File: config.mk
export PLATFORM = sky130hd
export DESIGN_NAME = imem_axi_fetch_master
export DESIGN_NICKNAME = d
export VERILOG_FILES = /design/src/rtl/imem_fetch_pkg.sv /design/src/rtl/imem_axi_fetch_master.sv
export SDC_FILE = /design/constraint.sdc
export NUM_CORES = 1
export LEC_CHECK = 0
export ABC_CLOCK_PERIOD_IN_PS = 2300
export CORE_ASPECT_RATIO = 1.25
export CORE_MARGIN = 5
export CORE_UTILIZATION = 30
export DETAILED_ROUTE_END_ITERATION = 10
export PLACE_DENSITY_LB_ADDON = 0.1
export SYNTH_ARGS = -nofsm -noshare
export SYNTH_HDL_FRONTEND = slang
export SYNTH_SLANG_ARGS = --single-unit
File: constraint.sdc
create_clock -name clk -period 2.3 [get_ports clk]
set_input_delay 0.23 -clock clk [delete_from_list [all_inputs] [get_ports clk]]
set_output_delay 0.23 -clock clk [all_outputs]
set_load 0.1 [all_outputs]
File: src/rtl/imem_fetch_pkg.sv
// ---------------------------------------------------------------------------
// imem_fetch_pkg
//
// Shared definitions for the instruction-fetch path:
//   - FSM state encoding of the fetch master (3-bit codes plus an enum view)
//   - AXI4-Lite read response codes, shared with the instruction-memory slave
//   - ARPROT value used for every instruction fetch
//   - small helper to classify a fetch PC as misaligned
// ---------------------------------------------------------------------------
package imem_fetch_pkg;

    // Raw state codes, kept as plain localparams so that other blocks and
    // checkers can decode the state without depending on the enum type.
    localparam logic [2:0] ST_IDLE  = 3'd0;
    localparam logic [2:0] ST_ADDR  = 3'd1;
    localparam logic [2:0] ST_DATA  = 3'd2;
    localparam logic [2:0] ST_RSP   = 3'd3;
    localparam logic [2:0] ST_DRAIN = 3'd4;

    typedef enum logic [2:0] {
        S_IDLE  = ST_IDLE,
        S_ADDR  = ST_ADDR,
        S_DATA  = ST_DATA,
        S_RSP   = ST_RSP,
        S_DRAIN = ST_DRAIN
    } fetch_state_t;

    // AXI4-Lite read response codes.
    localparam logic [1:0] RESP_OKAY   = 2'b00;
    localparam logic [1:0] RESP_SLVERR = 2'b10;

    // Instruction access, secure, unprivileged.
    localparam logic [2:0] IFETCH_ARPROT = 3'b100;

    // Instructions are 32-bit words; any PC with non-zero low bits is rejected.
    function automatic logic is_misaligned(input logic [1:0] pc_lsb);
        return pc_lsb != 2'b00;
    endfunction

endpackage

File: src/rtl/imem_axi_fetch_master.sv
// ---------------------------------------------------------------------------
// imem_axi_fetch_master
//
// Bus master between the CPU fetch stage and the instruction-memory AXI4-Lite
// slave. Each accepted fetch request (a PC) becomes a single AXI4-Lite read;
// the returned word is handed back to the core together with an error flag.
// One transaction is outstanding at a time and the master never writes.
//
// Handshake rule used on every channel: a transfer happens on the rising edge
// where valid and ready are both high; once valid is raised it stays high, with
// its payload stable, until that transfer happens. A flush from the core never
// withdraws ARVALID; the in-flight read is completed on AXI and its beat is
// discarded instead.
//
// Ports:
//   clk, rst_n         clock (rising edge), asynchronous active-low reset
//   if_req_valid/ready fetch request handshake, if_req_addr = PC
//   if_flush           one-cycle pulse, drops any pending/in-flight fetch
//   if_rsp_valid/ready fetch response handshake
//   if_rsp_data        instruction word (0 when if_rsp_err is set)
//   if_rsp_err         bus error or misaligned PC
//   if_rsp_addr        PC of the returned word
//   M_AXI_AR*          AXI4-Lite read address channel (master side)
//   M_AXI_R*           AXI4-Lite read data channel (master side)
//
// All AXI and response outputs come straight from flops; only if_req_ready is
// decoded combinationally from the state and if_flush.
// ---------------------------------------------------------------------------
module imem_axi_fetch_master
    import imem_fetch_pkg::*;
#(
    parameter int ADDR_W = 32,
    parameter int DATA_W = 32
) (
    input  logic              clk,
    input  logic              rst_n,

    // Core fetch request
    input  logic              if_req_valid,
    output logic              if_req_ready,
    input  logic [ADDR_W-1:0] if_req_addr,
    input  logic              if_flush,

    // Core fetch response
    output logic              if_rsp_valid,
    input  logic              if_rsp_ready,
    output logic [DATA_W-1:0] if_rsp_data,
    output logic              if_rsp_err,
    output logic [ADDR_W-1:0] if_rsp_addr,

    // AXI4-Lite read address channel
    output logic [ADDR_W-1:0] M_AXI_ARADDR,
    output logic [2:0]        M_AXI_ARPROT,
    output logic              M_AXI_ARVALID,
    input  logic              M_AXI_ARREADY,

    // AXI4-Lite read data channel
    input  logic [DATA_W-1:0] M_AXI_RDATA,
    input  logic [1:0]        M_AXI_RRESP,
    input  logic              M_AXI_RVALID,
    output logic              M_AXI_RREADY
);

    fetch_state_t      state;

    // Registered outputs
    logic              arvalid_q;
    logic [ADDR_W-1:0] araddr_q;   // also serves as the latched PC of the fetch
    logic              rready_q;
    logic              rsp_valid_q;
    logic [DATA_W-1:0] rsp_data_q;
    logic              rsp_err_q;
    logic [ADDR_W-1:0] rsp_addr_q;

    // Remembers a flush seen while the address phase was still open, so the
    // read can be steered into DRAIN once the slave finally takes the address.
    logic              flush_pend_q;

    // Requests are only taken in IDLE; a flush in the same cycle blocks the
    // accept so a redirect never races with the stale PC.
    assign if_req_ready = (state == S_IDLE) && !if_flush;

    assign M_AXI_ARADDR  = araddr_q;
    assign M_AXI_ARPROT  = IFETCH_ARPROT;
    assign M_AXI_ARVALID = arvalid_q;
    assign M_AXI_RREADY  = rready_q;

    assign if_rsp_valid = rsp_valid_q;
    assign if_rsp_data  = rsp_data_q;
    assign if_rsp_err   = rsp_err_q;
    assign if_rsp_addr  = rsp_addr_q;

    always_ff @(posedge clk or negedge rst_n) begin
        if (!rst_n) begin
            state        <= S_IDLE;
            arvalid_q    <= 1'b0;
            araddr_q     <= '0;
            rready_q     <= 1'b0;
            rsp_valid_q  <= 1'b0;
            rsp_data_q   <= '0;
            rsp_err_q    <= 1'b0;
            rsp_addr_q   <= '0;
            flush_pend_q <= 1'b0;
        end else begin
            case (state)
                S_IDLE: begin
                    if (if_req_valid && !if_flush) begin
                        if (is_misaligned(if_req_addr[1:0])) begin
                            // Rejected locally: answer next cycle, no bus access.
                            state       <= S_RSP;
                            rsp_valid_q <= 1'b1;
                            rsp_data_q  <= '0;
                            rsp_err_q   <= 1'b1;
                            rsp_addr_q  <= if_req_addr;
                        end else begin
                            state     <= S_ADDR;
                            arvalid_q <= 1'b1;
                            araddr_q  <= if_req_addr;
                        end
                    end
                end

                S_ADDR: begin
                    if (M_AXI_ARREADY) begin
                        arvalid_q <= 1'b0;
                        rready_q  <= 1'b1;
                        if (flush_pend_q || if_flush) begin
                            // Fetch was cancelled while the address was waiting;
                            // the read must still be drained on AXI.
                            state        <= S_DRAIN;
                            flush_pend_q <= 1'b1;
                        end else begin
                            state <= S_DATA;
                        end
                    end else if (if_flush) begin
                        flush_pend_q <= 1'b1;
                    end
                end

                S_DATA: begin
                    if (M_AXI_RVALID) begin
                        rready_q <= 1'b0;
                        if (if_flush) begin
                            // Beat consumed this edge but belongs to a dead fetch.
                            state <= S_IDLE;
                        end else begin
                            state       <= S_RSP;
                            rsp_valid_q <= 1'b1;
                            rsp_err_q   <= (M_AXI_RRESP != RESP_OKAY);
                            rsp_data_q  <= (M_AXI_RRESP == RESP_OKAY) ? M_AXI_RDATA : '0;
                            rsp_addr_q  <= araddr_q;
                        end
                    end else if (if_flush) begin
                        state <= S_DRAIN;
                    end
                end

                S_DRAIN: begin
                    // RREADY stays high; the beat is accepted and thrown away.
                    if (M_AXI_RVALID) begin
                        rready_q     <= 1'b0;
                        flush_pend_q <= 1'b0;
                        state        <= S_IDLE;
                    end
                end

                S_RSP: begin
                    // A flush takes priority over a simultaneous rsp_ready: the
                    // word is withdrawn, not delivered.
                    if (if_flush || if_rsp_ready) begin
                        rsp_valid_q <= 1'b0;
                        state       <= S_IDLE;
                    end
                end

                default: begin
                    state        <= S_IDLE;
                    arvalid_q    <= 1'b0;
                    rready_q     <= 1'b0;
                    rsp_valid_q  <= 1'b0;
                    flush_pend_q <= 1'b0;
                end
            endcase
        end
    end

endmodule

==> reports/results.txt <==
Final worst path period need: 1.89 ns
Worst r2r src: state[2]
Die width: 123 um
CP max-delay cell: or3b_2
Routed WL: 12,200 um
Syn Area/Cell: 12.6 um2
Final Cycle Share: 0.820
Reg-to-Reg End: if_rsp_addr[17]
Most frequent cell after synthesis: dfrtp_1
CTS tree: done
# Post-CTS Setup Buffers: 0
Fin cells: 773
Final worst slack: 0.414 ns
Largest net degree at the start of global routing: 56
Core area: 0.0156 mm2
Post-cts gate resize count: 0
Critical Path Sink Type: flop
DP HPWL: 8980 um
R2R Setup Slk: 0.41 ns
Setup crit start: state[2]
Post-synth EDFFs: 0
ANT cells: 0
Peak Freq: 530 MHz
Run status: completed
Total number of vias: 3,413
Setup TNS: 0 ns
Share of layout cells above drive strength 1: 0.417
RSZ-0062 raised after global routing: false
Initial Utilization: 0.305
Worst skew pair latency: 0.34 ns
# IOs: 177
Synth top area share: 0.546
Clock sink count: 104
DP Area: 0.00657 mm2
Drc violations: 0
Synth Flop Type: dfrtp_1
Clk pin slew, worst setup/hold paths: 0.07 ns
Synth cell count leaders: dfrtp_1, mux2_2, nand2_1
Worst Path Required: 2.53 ns
Syn Std Cell Area: 0.00477 mm2
Port Buffers: 173
DR vias/cell: 4.42
Vias in the first global route: 3,621
Max clock buf depth: 2
First-pass GRT wire length: 19,200 um
DIE AREA: 0.0185 mm2
CP peak stage delay: 0.54 ns
Pre-CTS setup slack: 0.0803 ns
Startpoint types: flop
Largest fanout on the critical path: 22
Layout area overhead: 43.9%
Overflow after GRT: 0
WP data arrival: 2.11 ns
Share of synthesized flip-flops with an asynchronous set or reset: 1.00
Post-route cell area: 0.00686 mm2
Final Skew: 0.00882 ns
Library cells used by synthesis: 39
CTS Buf Count: 9
Critical path cell sequence: or3b_2 -> buf_4 -> mux2_2 -> mux2_4
Slew Viols, Final: 0
Crit Path Category: reg -> reg
ANT nets after route: 0
CTS Root Cell: clkbuf_16
Final nets: 629
Critical Path End: if_rsp_addr[17]
Die Y: 151 um
Fin. Hold Viols: 0
Global placement routability congestion: 0.792
#FFs+latches synth: 104
MaxCap Viol Count: 0
Gr usage total: 0.133
Synth Warn #: 0
CTS Hold Bufs: 1
Drt first pass iters: 4
Sequential-to-total area share from yosys stat: 0.546
H-tree lvl count: 3
Iter 0 DRT Violations: 138
R2R depth: 4
Area leader, netlist: dfrtp_1
Placement Rows: 51
Wire per inst: 15.8 um
Dpl cells: 756
Post-Syn Instances: 380
Initial antenna violation count: 0
Synth top area cells: dfrtp_1, mux2_2, mux2i_1
Setup violations, final: 0
Worst min path class: in -> async
stage by stage:
step | utilization | hold slack, ns
floorplan | - | -0.0656
global placement | 0.420 | 0.183
detailed placement | 0.420 | 0.180
CTS | 0.439 | 0.381
global route | 0.439 | 0.391
finish | 0.439 | 0.374
critical path, delay by kind of cell (launching register included):
family        cells  cell delay [ns]
simple gates      1             0.54
buf+inv           1             0.26
flops             1             0.40
mux               2             0.56
cell families (layout without fill, tap and decap cells):
| group | count (synthesis) | in the layout | synth area share |
|---|---|---|---|
| other cells | 2 | 3 | 0.00157 |
| buf+inv | 60 | 240 | 0.0566 |
| compound gates | 21 | 21 | 0.0333 |
| simple gates | 64 | 64 | 0.0629 |
| flops | 104 | 104 | 0.546 |
| mux | 129 | 129 | 0.300 |
flip-flops by register name (all words and copies together), names as in the netlist:
name,count
M_AXI_ARADDR,32
M_AXI_ARVALID,1
M_AXI_RREADY,1
flush_pend_q,1
if_rsp_addr,32
if_rsp_data,32
if_rsp_err,1
if_rsp_valid,1
state,3
how the worst min path moves through the flow:
stage	from	end	slack, ns	cells past startpoint
floorplan	rst_n	M_AXI_ARADDR[0]	-0.07	0
global placement	rst_n	M_AXI_ARADDR[8]	0.18	1
detailed placement	rst_n	M_AXI_ARADDR[8]	0.18	1
CTS	rst_n	if_rsp_addr[12]	0.38	2
global route	rst_n	M_AXI_ARADDR[12]	0.39	2
finish	rst_n	M_AXI_ARADDR[7]	0.37	2
final cells by class:
cell class | instances | area, um2
fill | 1497 | 8770
clock inverter | 6 | 48.8
inverter | 35 | 131
clock buffer | 10 | 239
sequential | 104 | 2600
tap | 212 | 265
multi-input combinational | 217 | 1920
timing repair buffer | 189 | 1660
per-layer routing:
layer	vias to the layer above	GRT usage	routed length, um
met5	-	0	0
met4	0	0.0336	80
met3	5	0.0467	1010
met2	107	0.226	6080
met1	1677	0.161	5040
li1	1624	-	-
cell usage in the layout (no fill, tap or decap), types with 3 or more instances in the layout:
master	netlist	layout
clkbuf_16	0	9
buf_4	3	112
mux2_4	6	6
dfrtp_1	104	104
nor2b_1	3	3
nand2_1	40	40
buf_12	0	5
nor2_1	6	5
mux2i_1	35	35
clkdlybuf4s50_1	0	71
mux2_2	88	88
o21ai_0	6	6
conb_1	2	3
inv_1	35	35
inv_6	0	4
Power is left out: the tool's default activity adds up to more than one toggle a clock period on the data nets, which glitch-free logic cannot reach.
